==> config.mk <==
export PLATFORM = sky130hd
export DESIGN_NAME = rv32_pc_redirect_ctrl_flat
export DESIGN_NICKNAME = d
export VERILOG_FILES = /design/src/rtl/rv32_pc_redirect_ctrl_pkg.sv /design/src/rtl/rv32_pc_redirect_ctrl_if.sv /design/src/rtl/rv32_pc_redirect_ctrl_arb.sv /design/src/rtl/rv32_pc_redirect_ctrl.sv /design/src/flat_wrapper.sv
export SDC_FILE = /design/constraint.sdc
export NUM_CORES = 1
export LEC_CHECK = 0
export CORE_UTILIZATION = 41
export CTS_CLUSTER_DIAMETER = 120
export DETAILED_ROUTE_END_ITERATION = 10
export GPL_TIMING_DRIVEN = 0
export HOLD_SLACK_MARGIN = 0.03
export PLACE_DENSITY = 0.79
export SYNTH_ARGS = -nofsm -noshare
export SYNTH_HDL_FRONTEND = slang
export SYNTH_SLANG_ARGS = --single-unit
==> constraint.sdc <==
create_clock -name clk -period 2.4 [get_ports clk]
set_input_delay 0.24 -clock clk [delete_from_list [all_inputs] [get_ports clk]]
set_output_delay 0.24 -clock clk [all_outputs]
set_load 0.005 [all_outputs]
==> src/rtl/rv32_pc_redirect_ctrl_pkg.sv <==
`default_nettype none
// +----------------------------------------------------------------------+
// | rv32_pkg : shared types for the PC redirect controller               |
// | Rev 1.0                                                              |
// +----------------------------------------------------------------------+
package rv32_pkg;

  // Encoding order doubles as priority: a larger value wins.
  typedef enum logic [1:0] {
    SRC_NONE = 2'd0,
    SRC_JMP  = 2'd1,
    SRC_BR   = 2'd2,
    SRC_TRAP = 2'd3
  } redirect_src_e;

  typedef enum logic [1:0] {
    RESET = 2'd0,
    FETCH = 2'd1,
    FLUSH = 2'd2
  } pc_ctrl_state_e;

  typedef struct packed {
    redirect_src_e src;
    logic [31:0]   target;
  } redirect_t;

endpackage
`default_nettype wire

==> src/rtl/rv32_pc_redirect_ctrl_if.sv <==
`default_nettype none
// +----------------------------------------------------------------------+
// | rv32_pc_redirect_ctrl_if : fetch handshake, redirect and PC controls |
// | Rev 1.0                                                              |
// +----------------------------------------------------------------------+
interface rv32_pc_redirect_ctrl_if;

  logic        pipe_stall;
  logic        fetch_req;
  logic        fetch_ack;
  logic        trap_req;
  logic [31:0] trap_target;
  logic        br_req;
  logic [31:0] br_target;
  logic        jmp_req;
  logic [31:0] jmp_target;
  logic        pc_stall;
  logic        pc_overwrite_enable;
  logic [31:0] pc_overwrite_data;
  logic        flush;
  logic        redirect_misaligned;

  modport master (
    input  pipe_stall, fetch_ack,
    input  trap_req, trap_target, br_req, br_target, jmp_req, jmp_target,
    output fetch_req, pc_stall, pc_overwrite_enable, pc_overwrite_data,
    output flush, redirect_misaligned
  );

  modport slave (
    output pipe_stall, fetch_ack,
    output trap_req, trap_target, br_req, br_target, jmp_req, jmp_target,
    input  fetch_req, pc_stall, pc_overwrite_enable, pc_overwrite_data,
    input  flush, redirect_misaligned
  );

endinterface
`default_nettype wire

==> src/rtl/rv32_pc_redirect_ctrl_arb.sv <==
`default_nettype none
// +----------------------------------------------------------------------+
// | rv32_redirect_arb : picks the winning redirect among pending + new   |
// | Rev 1.0                                                              |
// +----------------------------------------------------------------------+
module rv32_redirect_arb
  import rv32_pkg::*;
(
  input  redirect_t   pend,
  input  logic        trap_req,
  input  logic [31:0] trap_target,
  input  logic        br_req,
  input  logic [31:0] br_target,
  input  logic        jmp_req,
  input  logic [31:0] jmp_target,
  output redirect_t   winner,
  output logic        active
);

  redirect_t incoming;

  always_comb begin
    incoming = '0;
    if (trap_req) begin
      incoming.src    = SRC_TRAP;
      incoming.target = trap_target;
    end else if (br_req) begin
      incoming.src    = SRC_BR;
      incoming.target = br_target;
    end else if (jmp_req) begin
      incoming.src    = SRC_JMP;
      incoming.target = jmp_target;
    end

    // Ties go to the incoming request: it carries the newer target.
    if (incoming.src >= pend.src) begin
      winner = incoming;
    end else begin
      winner = pend;
    end
    active = (winner.src != SRC_NONE);
  end

endmodule
`default_nettype wire

==> src/rtl/rv32_pc_redirect_ctrl.sv <==
`default_nettype none
// +----------------------------------------------------------------------+
// | rv32_pc_redirect_ctrl : PC sequencing, redirect hold and flush FSM   |
// | Rev 1.0                                                              |
// +----------------------------------------------------------------------+
module rv32_pc_redirect_ctrl
  import rv32_pkg::*;
#(
  parameter int FLUSH_CYCLES = 1
) (
  input  logic                      clk,
  input  logic                      reset_n,
  rv32_pc_redirect_ctrl_if.master   bus
);

  localparam logic [2:0] C_FLUSH_LAST = 3'(FLUSH_CYCLES - 1);

  pc_ctrl_state_e state_q, state_d;
  redirect_t      pend_q, pend_d;
  logic [2:0]     cnt_q, cnt_d;

  redirect_t      winner;
  logic           active;

  logic           fetch_req;
  logic           pc_stall;
  logic           ow_en;
  logic [31:0]    ow_data;
  logic           flush;
  logic           misaligned;

  rv32_redirect_arb u_arb (
    .pend        (pend_q),
    .trap_req    (bus.trap_req),
    .trap_target (bus.trap_target),
    .br_req      (bus.br_req),
    .br_target   (bus.br_target),
    .jmp_req     (bus.jmp_req),
    .jmp_target  (bus.jmp_target),
    .winner      (winner),
    .active      (active)
  );

  always_ff @(posedge clk or negedge reset_n) begin
    if (!reset_n) begin
      state_q <= RESET;
      pend_q  <= '0;
      cnt_q   <= 3'd0;
    end else begin
      state_q <= state_d;
      pend_q  <= pend_d;
      cnt_q   <= cnt_d;
    end
  end

  always_comb begin
    state_d    = state_q;
    pend_d     = pend_q;
    cnt_d      = cnt_q;
    fetch_req  = 1'b0;
    pc_stall   = 1'b1;
    ow_en      = 1'b0;
    ow_data    = 32'd0;
    flush      = 1'b0;
    misaligned = 1'b0;

    case (state_q)
      RESET: begin
        flush   = 1'b1;
        state_d = FETCH;
        if (active) pend_d = winner;
      end

      FETCH: begin
        // A redirect overrides a hazard stall so the target gets fetched.
        fetch_req = !bus.pipe_stall || active;
        if (fetch_req && bus.fetch_ack) begin
          pc_stall = 1'b0;
          if (active) begin
            ow_en      = 1'b1;
            ow_data    = {winner.target[31:1], 1'b0};
            misaligned = winner.target[0];
            flush      = 1'b1;
            pend_d     = '0;
            cnt_d      = 3'd0;
            state_d    = FLUSH;
          end
        end else if (active) begin
          pend_d = winner;
        end
      end

      FLUSH: begin
        flush = 1'b1;
        if (active) pend_d = winner;
        if (cnt_q == C_FLUSH_LAST) begin
          cnt_d   = 3'd0;
          state_d = FETCH;
        end else begin
          cnt_d = cnt_q + 3'd1;
        end
      end

      default: begin
        state_d = RESET;
      end
    endcase
  end

  assign bus.fetch_req           = fetch_req;
  assign bus.pc_stall            = pc_stall;
  assign bus.pc_overwrite_enable = ow_en;
  assign bus.pc_overwrite_data   = ow_data;
  assign bus.flush               = flush;
  assign bus.redirect_misaligned = misaligned;

endmodule
`default_nettype wire

==> src/flat_wrapper.sv <==
// flat-port wrapper written by rule: the top's interface ports become plain ports
module rv32_pc_redirect_ctrl_flat import rv32_pkg::*;
#(
  parameter int FLUSH_CYCLES = 1
)
  (clk, reset_n, bus_pipe_stall, bus_fetch_ack, bus_trap_req, bus_trap_target, bus_br_req, bus_br_target, bus_jmp_req, bus_jmp_target, bus_fetch_req, bus_pc_stall, bus_pc_overwrite_enable, bus_pc_overwrite_data, bus_flush, bus_redirect_misaligned);
  rv32_pc_redirect_ctrl_if bus_i ();
  input  logic clk;
  input  logic reset_n;
  input wire logic [$bits(bus_i.pipe_stall)-1:0] bus_pipe_stall;
  input wire logic [$bits(bus_i.fetch_ack)-1:0] bus_fetch_ack;
  input wire logic [$bits(bus_i.trap_req)-1:0] bus_trap_req;
  input wire logic [$bits(bus_i.trap_target)-1:0] bus_trap_target;
  input wire logic [$bits(bus_i.br_req)-1:0] bus_br_req;
  input wire logic [$bits(bus_i.br_target)-1:0] bus_br_target;
  input wire logic [$bits(bus_i.jmp_req)-1:0] bus_jmp_req;
  input wire logic [$bits(bus_i.jmp_target)-1:0] bus_jmp_target;
  output wire logic [$bits(bus_i.fetch_req)-1:0] bus_fetch_req;
  output wire logic [$bits(bus_i.pc_stall)-1:0] bus_pc_stall;
  output wire logic [$bits(bus_i.pc_overwrite_enable)-1:0] bus_pc_overwrite_enable;
  output wire logic [$bits(bus_i.pc_overwrite_data)-1:0] bus_pc_overwrite_data;
  output wire logic [$bits(bus_i.flush)-1:0] bus_flush;
  output wire logic [$bits(bus_i.redirect_misaligned)-1:0] bus_redirect_misaligned;
  assign bus_i.pipe_stall = bus_pipe_stall;
  assign bus_i.fetch_ack = bus_fetch_ack;
  assign bus_i.trap_req = bus_trap_req;
  assign bus_i.trap_target = bus_trap_target;
  assign bus_i.br_req = bus_br_req;
  assign bus_i.br_target = bus_br_target;
  assign bus_i.jmp_req = bus_jmp_req;
  assign bus_i.jmp_target = bus_jmp_target;
  assign bus_fetch_req = bus_i.fetch_req;
  assign bus_pc_stall = bus_i.pc_stall;
  assign bus_pc_overwrite_enable = bus_i.pc_overwrite_enable;
  assign bus_pc_overwrite_data = bus_i.pc_overwrite_data;
  assign bus_flush = bus_i.flush;
  assign bus_redirect_misaligned = bus_i.redirect_misaligned;
  rv32_pc_redirect_ctrl #(.FLUSH_CYCLES(FLUSH_CYCLES)) u_core (.clk(clk), .reset_n(reset_n), .bus(bus_i));
endmodule
==> metrics.yaml <==
logic_synthesis:
  yosys_register_bits: 39
  synth_compound_area_share_pct: 30.18
  synth-simple-area-share_pct: 23.51
  synth-async-reset-ratio_pct: 100.0
  yosysTopAreaCell: "dfrtp_1"
  yosysSeqAreaShare_pct: 34.27
  synth_xor_area_share_pct: 0
  yosysWarnings: 0
  syn_avg_cell_area_um2: 8.475
  postSynthCellCount: 336
  syn_nets: 447
  synth_most_common_cell: "dfrtp_1"
  synth.top_cells.by_area: "dfrtp_1 34%, a221oi_1 9.8%, o2bb2ai_1 9.5%"
  synth_edf_count: 0
  synth.distinct_cells: 40
  synth_top_cell_area_share_pct: 34.27
  synthTopCellsByCount: "39 x dfrtp_1, 38 x nor2_1, 36 x a21oi_1, 36 x nor2b_1, 33 x nor3_1"
  synth_top_family_by_area: "compound AO/OA/AOI/OAI gates"
  synthAdderAreaFrac_pct: 3.515
  synth_mux_area_share_pct: 2.329
  syn_area_um2: 2848
  synth_ff_type: "dfrtp_1"
setup_path:
  crit_required_ns: 2.16
  ff2ff_setup_slack_ns: 0.07
  reg2reg_depth: 9
  cp.arrival_ns: 2.33
  rr_startpoint: "u_core.pend_q[32]"
  rr_endpoint: "u_core.pend_q[17]"
  cpPeakStageDelay_ns: 0.42
  critPathTopFamily: "buffers and inverters"
  crit_chain: "ha_4 > nand2b_4 > a21o_4 > mux2i_4 > nand3_4 > buf_6 > buf_6 > buf_6 > nor2_2 > buf_2"
  crit_top_cell: "buf_6"
  start_kind: "flip-flop"
  crit_fanout: 5
  crit_path_end_kind: "output port"
  critical_path_buf_inv_count: 4
  critical_path_class: "reg2out"
  slowest_stage: "dfrtp_1"
timing:
  slew_headroom_pct: 41.37
  fmax_ghz: 0.3892
  finalMaxSlewViolations: 0
  setup_viol: 28
  fin_crit_ns: 2.570
  worst_pin_slew_ns: 0.8794
  fin_ws_ns: -0.1696
  hold_violations: 0
  period_share_pct: 107.1
  holdWs_ns: 0.04951
  finClkSkew_ns: 0.003356
  rsz0062_at_grt: "yes"
place:
  globalplace.congestion: 0.8299
  dpl.cell_count: 553
  dp_slack_ns: -1.275
  io_buffers: 137
  place_area_um2: 4314
  hpwl_mm: 6.725
global_routing:
  grt_max_degree: 40
  met3_usage_pct: 6.518
  grt_antenna_before_repair: 0
  grt_overflow_total: 0
  gr-usage-met1_pct: 32.74
  grt_pass1_vias: 3573
  busiest_layer: "met2"
  track_usage_pct: 28.70
  grt_pass1_wl_mm: 16.61
  grt_use_met2_pct: 51.10
die:
  top_level_ports: 140
  row_count: 30
  die_area_um2: 7283
  core_um2: 6756
  initial_core_util_pct: 42.15
  die_width_um: 85.34
  die_y_um: 85.34
route:
  drt_pre_antenna_iters: 4
  drt_wl_total_mm: 10.04
  ant_nets: 0
  routedWlPerCell_um: 16.89
  vias_per_cell: 5.635
  vias: 3347
  drt-initial-drc-count: 169
  drcViolationCount: 0
status:
  violations: "negative setup slack"
  outcome: "finished with violations"
clocking:
  cts_tree: "built"
  cts.sinks: 39
  ctsHoldBuffers: 0
  clk_pin_slew_ns: 0.08
  cts_buffers: 5
  clk_path_buf_depth: 2
  root_buffer: "clkbuf_8"
  insertion_delay_ns: 0.30
  htree_levels: 2
min_path:
  hold_class: "in2async"
power_and_ir_drop:
  ir_drop_mv: 0.5542
  p_per_area_nw_per_um2: 1016
  p_leak_nw: 2.019
job:
  maxCapViolations: 0
final_layout:
  layout-drive-gt1-share_pct: 28.21
  syn2layout_area_growth_pct: 70.39
  post-route-util_pct: 71.81
  fin_area_um2: 4852
  fin_nets: 624
  fin_cells: 594
  n_antenna_cell: 0
[through the flow]
| step | setup TNS (ns) | power, mW |
|---|---|---|
| floorplan | 0 | 2.701 |
| global placement | -64.06 | 3.591 |
| detailed placement | -66.39 | 3.694 |
| CTS | -2.445 | 4.702 |
| global route | -5.491 | 5.270 |
| finish | -2.649 | 4.928 |
[worst max-delay path by stage]
stage | from | end | slack, ns | cells past startpoint
6_report | u_core.pend_q[32] | bus_pc_overwrite_data[15] | -0.17 | 10
3_5_place_dp | bus_trap_req | bus_pc_overwrite_data[11] | -1.28 | 12
3_3_place_gp | bus_trap_req | bus_pc_overwrite_data[14] | -1.25 | 12
4_1_cts | u_core.pend_q[32] | bus_pc_overwrite_data[15] | -0.18 | 10
5_1_grt | u_core.pend_q[32] | bus_pc_overwrite_data[15] | -0.27 | 10
2_1_floorplan | bus_br_req | bus_pc_overwrite_data[10] | 0.11 | 11
[area by class of cell]
class	instances	area, um^2
multi-input cells	257	1906
fillers	527	1904
repair buffers	169	1526
flip-flops and latches	39	975.9
plain buffers	32	197.7
well taps	80	100.1
clock buffers	5	68.82
clock inverters	3	43.79
inverters	9	33.78
[where the power goes]
group	internal [mW]	leakage [nW]	total (mW)	switching, mW
Sequential	0.938	0.499	1.11	0.169
Combinational	1.52	1.46	3.26	1.74
Clock	0.310	0.0581	0.561	0.251
[cell families after synthesis]
group           count (synthesis)
flops                          39
buf+inv                        41
other cells                     1
fa+ha+maj                       8
compound gates                114
simple gates                  128
mux                             5
[cells in the final DEF (no fill, tap or decap), drive strengths merged, types with 2 or more instances in the layout]
master / n
a221oi: 32
nor2: 38
mux2i: 2
nor2b: 36
nor3: 34
a211o: 2
clkbuf: 22
a21oi: 37
a211oi: 3
dlygate4sd2: 2
inv: 9
buf: 83
nand2: 6
dfrtp: 39
clkdlybuf4s50: 99
mux2: 3
nand3: 6
and2: 4
o2bb2ai: 31
ha: 8
o21ai: 2
clkinv: 2
[metal layers]
| layer | vias up | share of wire [%] |
|---|---|---|
| li1 | 1606 | - |
| met1 | 1591 | 41 |
| met2 | 126 | 51 |
| met3 | 24 | 5.8 |
| met4 | 0 | 2.3 |
| met5 | - | 0 |
[registers in the layout, summed over array words and instances (netlist names)]
name,count
u_core.cnt_q,3
u_core.state_q,2
u_core.pend_q,34
[what timing repair did]
item	in CTS	in global routing
gates resized for setup	204	40
buffers inserted	27	3
cloned	4	0
pin swaps	32	6
setup endpoints to repair	74	34
Note: power is estimated with default switching activity, not from simulation.
